**src/rtl/pipe_ctrl_pkg.sv**
```systemverilog
// pipe_ctrl_pkg: shared pipeline-control state encodings and counter width.
package pipe_ctrl_pkg;
  localparam int CNT_W_DEF = 16;
  typedef enum logic [1:0] {
    RUN        = 2'd0,
    REDIR_WAIT = 2'd1,
    DSTALL     = 2'd2,
    HALTED     = 2'd3
  } state_t;
endpackage

```
**src/rtl/sat_counter.sv**
```systemverilog
// sat_counter: up-counter that sticks at all-ones, async active-low clear.
module sat_counter #(
  parameter int W = 16
) (
  input  logic         clk,
  input  logic         rst_n,
  input  logic         i_inc,
  output logic [W-1:0] o_cnt
);
  logic [W-1:0] r_cnt;
  always_ff @(posedge clk or negedge rst_n)
    if (!rst_n) r_cnt <= '0;
    else if (i_inc && r_cnt != '1) r_cnt <= r_cnt + W'(1);
  assign o_cnt = r_cnt;
endmodule

```
**src/rtl/pipe_hazard_ctrl.sv**
```systemverilog
// pipe_hazard_ctrl: stall/flush/bubble sequencer for the five-stage pipeline.
module pipe_hazard_ctrl
  import pipe_ctrl_pkg::*;
#(
  parameter int CNT_W = CNT_W_DEF
) (
  input  logic             clk,
  input  logic             rst_n,
  input  logic             memRead_e,
  input  logic [2:0]       writeRegSel_e,
  input  logic [2:0]       regRs_d,
  input  logic [2:0]       regRt_d,
  input  logic             rsUsed_d,
  input  logic             rtUsed_d,
  input  logic             PCSrc,
  input  logic             instMem_stall,
  input  logic             dataMem_stall,
  input  logic             halt_m,
  output logic             pcWrite,
  output logic             ifid_write,
  output logic             ifid_flush,
  output logic             idex_write,
  output logic             idex_bubble,
  output logic             exmem_write,
  output logic             memwb_write,
  output logic             fetch_hold,
  output logic [1:0]       ctrl_state,
  output logic [CNT_W-1:0] stallCnt
);
  // Enable order: pc, ifid_w, ifid_flush, idex_w, idex_bubble, exmem_w, memwb_w, fetch_hold
  localparam logic [7:0] EN_NORM   = 8'b1101_0110;
  localparam logic [7:0] EN_FREEZE = 8'b0000_0001;
  localparam logic [7:0] EN_HALT   = 8'b0111_1110;
  localparam logic [7:0] EN_REDIR  = 8'b1111_1110;
  localparam logic [7:0] EN_LU     = 8'b0001_1110;
  localparam logic [7:0] EN_IMEM   = 8'b0111_0110;
  state_t     r_state, r_ret, w_next, w_ret, w_ctx;
  logic [7:0] w_en;
  logic       w_lu, w_inc;
  always_comb begin
    w_ctx  = (r_state == DSTALL) ? r_ret : r_state;
    w_lu   = memRead_e & ((rsUsed_d & (regRs_d == writeRegSel_e)) |
                          (rtUsed_d & (regRt_d == writeRegSel_e)));
    w_en   = EN_NORM;
    w_next = RUN;
    w_ret  = r_ret;
    if (r_state == HALTED) begin
      w_en   = EN_HALT;
      w_next = HALTED;
    end else if (dataMem_stall) begin
      w_en   = EN_FREEZE;
      w_next = DSTALL;
      w_ret  = w_ctx;
    end else if (halt_m) begin
      w_en   = EN_HALT;
      w_next = HALTED;
    end else if (PCSrc) begin
      w_en   = EN_REDIR;
      w_next = (instMem_stall || w_ctx == REDIR_WAIT) ? REDIR_WAIT : RUN;
    end else begin
      // REDIR_WAIT squashes the stale fetch up to and including its completing cycle
      w_en   = w_lu ? EN_LU : (instMem_stall || w_ctx == REDIR_WAIT) ? EN_IMEM : EN_NORM;
      w_next = (instMem_stall && w_ctx == REDIR_WAIT) ? REDIR_WAIT : RUN;
    end
  end
  always_ff @(posedge clk or negedge rst_n)
    if (!rst_n) begin
      r_state <= RUN;
      r_ret   <= RUN;
    end else begin
      r_state <= w_next;
      r_ret   <= w_ret;
    end
  assign {pcWrite, ifid_write, ifid_flush, idex_write, idex_bubble,
          exmem_write, memwb_write, fetch_hold} = rst_n ? w_en : 8'h00;
  assign ctrl_state = r_state;
  assign w_inc      = ~w_en[7] & (r_state != HALTED);
  sat_counter #(.W(CNT_W)) u_cnt (
    .clk   (clk),
    .rst_n (rst_n),
    .i_inc (w_inc),
    .o_cnt (stallCnt)
  );
endmodule

```
**config.mk**
```make
export PLATFORM = sky130hd
export DESIGN_NAME = pipe_hazard_ctrl
export DESIGN_NICKNAME = d
export VERILOG_FILES = /design/src/rtl/pipe_ctrl_pkg.sv /design/src/rtl/sat_counter.sv /design/src/rtl/pipe_hazard_ctrl.sv
export SDC_FILE = /design/constraint.sdc
export NUM_CORES = 1
export LEC_CHECK = 0
export CORE_MARGIN = 3
export CORE_UTILIZATION = 44
export CTS_CLUSTER_SIZE = 30
export DETAILED_ROUTE_END_ITERATION = 12
export GPL_TIMING_DRIVEN = 0
export PLACE_DENSITY = 0.86
export SLEW_MARGIN = 20
export SYNTH_ARGS = -nofsm -noshare
export SYNTH_HDL_FRONTEND = slang
export SYNTH_SLANG_ARGS = --single-unit
```
**constraint.sdc**
```tcl
create_clock -name clk -period 2.4 [get_ports clk]
set_input_delay 0.6 -clock clk [delete_from_list [all_inputs] [get_ports clk]]
set_output_delay 0.6 -clock clk [all_outputs]
set_load 0.05 [all_outputs]
```
# Word-level counts from Yosys, hierarchy flattened
# Index checks and enable logic that the tools add are counted.
dict set report word_totals {
  reg_bits 20
  output_inout_bits 26
  input_bits 18
  wordCells 36
}
dict set report op_classes {
  mux 14
  n_reduce_logical 4
  n_bitwise 7
  eq_ne 7
  n_addsub 1
}
# cell count
set op_table {}
lappend op_table {{8-bit 2-to-1 mux} 7}
lappend op_table {{16-bit by 1-bit adder with 16-bit output, second input constant} 1}
lappend op_table {{16-bit inequality test, second input constant} 1}
lappend op_table {{2-bit 2-to-1 mux} 4}
lappend op_table {{3-bit == test} 2}
lappend op_table {{1-bit AND} 4}
lappend op_table {{2-bit == test, second input constant} 2}
lappend op_table {{1-bit 2-to-1 mux} 3}
lappend op_table {{2-bit by 1-bit == test with 1-bit output, second input constant} 1}
lappend op_table {{1-bit logical AND} 2}
lappend op_table {{2-bit inequality test, second input constant} 1}
lappend op_table {{1-bit NOT} 2}
lappend op_table {{2-bit AND reduction} 1}
lappend op_table {{1-bit logical OR} 1}
lappend op_table {{1-bit OR} 1}

# Logic depth before layout (Yosys ltp)
dict set report logic_depth {
  depth_word 13
  ltp_mapped 7
  ltp_nobuf 6
}

# Cells and area by module
# From an unflattened synthesis, not the netlist that was laid out.
dict set report hier_totals {
  hier_cells 123
  area_unflattened_um2 1273.7
}
# mod instances cells_per_inst area_per_inst_um2 seq_area_each_um2
set modules_own_cells {}
lappend modules_own_cells {sat_counter 1 72 859.6 400.4}
lappend modules_own_cells {pipe_hazard_ctrl 1 51 414.1 100.1}

# Worst setup path after synthesis
# OpenSTA, ideal clock, no wires.
dict set report synth_timing {
  path_kind {register to output}
  from {register r_state[1] (netlist: ctrl_state[1])}
  to {output port pcWrite}
  arrival_ns 2.287
  stages_incl_launch_ff 5
  required_ns 1.800
  n_path_buf 0
  path_slack_ns -0.487
  cell_sequence {dfrtp_1 -> nor4bb_1 -> nor3_1 -> a21oi_1 -> nor3b_1}
}
dict set report synth_via {
  elab_chain_len 11
  word_cells_on_any_way 12
  cone_classes {eq/ne (3); mux (8); reduce/logical (1)}
}
# item line_no
set synth_lines {}
lappend synth_lines {{from (decl)} pipe_hazard_ctrl.sv:37} ;# state_t r_state, r_ret, w_next, w_ret, w_ctx;
lappend synth_lines {{from (signal assigned)} pipe_hazard_ctrl.sv:71} ;# r_state <= w_next;
lappend synth_lines {{2-bit == test} pipe_hazard_ctrl.sv:41} ;# w_ctx = (r_state == DSTALL) ? r_ret : r_state;
lappend synth_lines {{2-bit 2-to-1 mux} pipe_hazard_ctrl.sv:41}
lappend synth_lines {{2-bit by 1-bit == test with 1-bit output} pipe_hazard_ctrl.sv:62} ;# w_en = w_lu ? EN_LU : (instMem_stall || w_ctx == REDIR_WAIT) ? EN_IMEM : EN_NORM;
lappend synth_lines {{1-bit logical OR} pipe_hazard_ctrl.sv:62}
lappend synth_lines {{8-bit 2-to-1 mux (2 in series)} pipe_hazard_ctrl.sv:62}
lappend synth_lines {{8-bit 2-to-1 mux} pipe_hazard_ctrl.sv:57} ;# end else if (PCSrc) begin
lappend synth_lines {{8-bit 2-to-1 mux} pipe_hazard_ctrl.sv:54} ;# end else if (halt_m) begin
lappend synth_lines {{8-bit 2-to-1 mux} pipe_hazard_ctrl.sv:50} ;# end else if (dataMem_stall) begin
lappend synth_lines {{8-bit 2-to-1 mux *} pipe_hazard_ctrl.sv:47} ;# if (r_state == HALTED) begin
lappend synth_lines {{8-bit 2-to-1 mux *} pipe_hazard_ctrl.sv:75} ;# exmem_write, memwb_write, fetch_hold} = rst_n ? w_en : 8'h00;
lappend synth_lines {{to (decl)} pipe_hazard_ctrl.sv:19} ;# output logic pcWrite,
# Mark *: on every way between the ends. The rest lies on a longest branch, timed or not.

# Final worst setup path
dict set report layout_timing {
  from {input port PCSrc}
  to {output port ifid_flush}
}
dict set report layout_via {
  elab_chain_len 5
}
# item line_no
set layout_lines {}
lappend layout_lines {{from (decl)} pipe_hazard_ctrl.sv:15} ;# input logic PCSrc,
lappend layout_lines {{8-bit 2-to-1 mux} pipe_hazard_ctrl.sv:57}
lappend layout_lines {{8-bit 2-to-1 mux} pipe_hazard_ctrl.sv:54}
lappend layout_lines {{8-bit 2-to-1 mux} pipe_hazard_ctrl.sv:50}
lappend layout_lines {{8-bit 2-to-1 mux} pipe_hazard_ctrl.sv:47}
lappend layout_lines {{8-bit 2-to-1 mux} pipe_hazard_ctrl.sv:75}
lappend layout_lines {{to (decl)} pipe_hazard_ctrl.sv:21} ;# output logic ifid_flush,
# No other way between the ends.

==> out/summary.txt <==
Total gr overflow: 0
Die ar.: 3350 um2
Area occupied by multi-input gates: 694 um2
Number of global-route vias before repair: 1119
GP Congestion: 0.836
DIE HEIGHT: 57.9 um
Reg power frac: 44.8%
First-pass GRT wire length: 4850 um
Hold_buf cts: 0
Reg area: 500 um2
Worst skew pair latency: 0.31 ns
Final setup vio count: 1
Crit path max fanout: 6
Critical path type: input pin to output port
Yosys top cell by area: dfrtp_1
Share of cells above drive strength 1: 24.0%
Worst Reg-to-Reg Cells: 6
FF-to-FF setup slack: 0.36 ns
Non-Filler Cell Area, Final: 1750 um2
Failing checks: setup timing
Total Nets Final: 191
Reg2reg end: u_cnt.o_cnt[1]
Commonest cells post-synth: 20 x dfrtp_1, 14 x nand2_1, 12 x nor2_1
Max Cap Violations: 0
Count leader, synth: dfrtp_1
Tot GR Track Use: 18.5%
IO Pins: 44
DR DRC count: 0
Peak Freq: 416 MHz
Pwr dens: 456 nW/um2
Worst VDD drop: 0.433 mV
Avg WL per Cell: 14.3 um
Fillers: 204
DRT Wirelength: 2880 um
Final ANT Viol Nets: 0
Largest net degree at the start of global routing: 24
Synthesized flop and latch total: 20
Worst setup EP type: output port
DR vias: 1067
Switching portion of total power: 27.4%
Num CTS Buffers: 3
Initial antenna violation count: 0
Root buf cell: clkbuf_4
Min Tclk post-route: 2.40 ns
Initial Util: 47.0%
Worst setup margin: -0.00498 ns
P_int: 0.578 mW
Final TNS setup: -0.00498 ns
Synth cell types: 31
N_diodes: 0
Total power: 0.797 mW
Clock slew at reported path FFs: 0.12 ns
Clock sinks: 20
# H-tree levels: 1
Cell Area, Synth: 1180 um2
Max-slew violation count: 0
WP data arrival: 1.80 ns
Dpl cell area: 1660 um2
RSZ-0062 raised after global routing: yes
Net Sw Power: 0.219 mW
Via density per instance: 5.31
Relative slew slack: 65.0%
CTS tree: done
EDFF count, synth: 0
Min-delay worst type: input pin to async pin
Initial DRC count: 19
DP Wirelength: 2210 um
Worst-margin pin slew: 0.523 ns
Post-synthesis to final-layout area growth: 47.4%
Final Hold Vio Count: 0
Core area: 2520 um2
Tcrit/Tclk final: 100%
Syn. warnings: 0
Die Wd: 57.9 um
Post-synth top area share: 42.2%
Worst reg2reg startpoint: u_cnt.o_cnt[4]
Combinational Power Share: 20.4%
Sequential area share after synthesis: 42.2%
Clk_skew: 0.00447 ns
Row cnt: 18
Async S/R FF share, synth: 100%
Top area cells in the synthesized netlist: dfrtp_1 42%, xor2_1 8.1%, xnor2_1 5.2%
Synth Area per Inst: 9.71 um2
CTS Buffer Depth: 2
Cells after Synth: 122
Port Buffers: 43
Post-placement setup slack: -1.33 ns
Synth Flop Type: dfrtp_1
Mapped Nets: 141
First-pass DRT Iterations: 2
Req. time, crit path: 1.80 ns
Crit path launch type: input pin
Leakage: 0.697 nW
Outcome: finished with violations
Clock Power Share: 34.8%
-- registers in the layout (all words and copies together) (netlist names) --
register,cells
ctrl_state,2
r_ret,2
u_cnt.o_cnt,16
-- routing by layer --
layer | vias up | track usage, % | share of wire, %
met2 | 45 | 31.9 | 48
met3 | 7 | 2.90 | 6.4
met5 | - | 0 | 0
met4 | 0 | 8.94 | 2.1
met1 | 498 | 22.2 | 43
li1 | 517 | - | -
-- power by group through the flow --
stage / logic (mW) / clock network (mW) / registers [mW]
after floorplan: 0.0548 / 0 / 0.393
after global placement: 0.159 / 0 / 0.363
after detailed placement: 0.162 / 0 / 0.364
after CTS: 0.158 / 0.283 / 0.357
after global routing: 0.171 / 0.300 / 0.359
final: 0.162 / 0.278 / 0.357
-- cell usage in the layout (no fill, tap or decap), drive strengths merged, types with 2 or more instances in the layout --
| cell | netlist | layout |
|---|---|---|
| clkdlybuf4s50 | 0 | 23 |
| dfrtp | 20 | 20 |
| nand2 | 14 | 14 |
| nor2 | 12 | 12 |
| buf | 3 | 12 |
| xor2 | 11 | 11 |
| nor3 | 11 | 11 |
| xnor2 | 8 | 8 |
| dlygate4sd2 | 0 | 7 |
| inv | 6 | 6 |
| nand3 | 6 | 6 |
| clkbuf | 0 | 6 |
| a21oi | 5 | 5 |
| mux2 | 4 | 4 |
| and3 | 3 | 3 |
| nand4 | 3 | 3 |
| and2 | 2 | 2 |
| and4 | 2 | 2 |
| nand2b | 2 | 2 |
| clkdlybuf4s15 | 0 | 2 |
-- cell type report --
type | instances | share of cell area [%]
multi-input combinational | 93 | 39.8
sequential | 20 | 28.7
timing repair buffer | 45 | 23.6
tap | 30 | 2.15
clock inverter | 1 | 1.72
buffer | 3 | 1.50
clock buffer | 3 | 1.29
inverter | 6 | 1.29
-- repair_timing --
action | in CTS | in global routing
gates resized for setup | 64 | 13
endpoints found under the setup margin | 8 | 8
pin swaps | 15 | 9
setup buffers | 2 | 0
-- cells by family after synthesis --
logic type	after synthesis	share of synthesized area, %
buf+inv	9	4.12
simple gates	58	26.1
flops	20	42.2
xor+xnor	19	14.7
mux	4	3.80
fa+ha+maj	1	1.06
compound gates	11	8.03
-- worst max-delay path by stage --
stage | start | endpoint | slack, ns | cells past startpoint
after floorplan | regRs_d[0] | idex_bubble | -0.04 | 5
after global placement | rst_n | memwb_write | -1.24 | 5
after detailed placement | rst_n | idex_write | -1.33 | 5
after CTS | instMem_stall | pcWrite | 0.0004 | 5
after global routing | regRt_d[2] | pcWrite | -0.03 | 8
final | PCSrc | ifid_flush | -0.005 | 5
-- critical path, cell delays in order --
cell and delay, ns:
clkdlybuf4s50_1 0.55, nor3_2 0.26, o21a_1 0.19, nor2_2 0.04, buf_6 0.15
-- metrics by stage --
step                hold slack, ns  utilization [%]  std cells
floorplan                    0.304                -        122
global placement             0.474             65.8        195
detailed placement           0.494             65.8        195
CTS                          0.247             68.1        201
global route                 0.181             69.2        201
finish                       0.181             69.2        201
(Power assumes the default switching activity.)
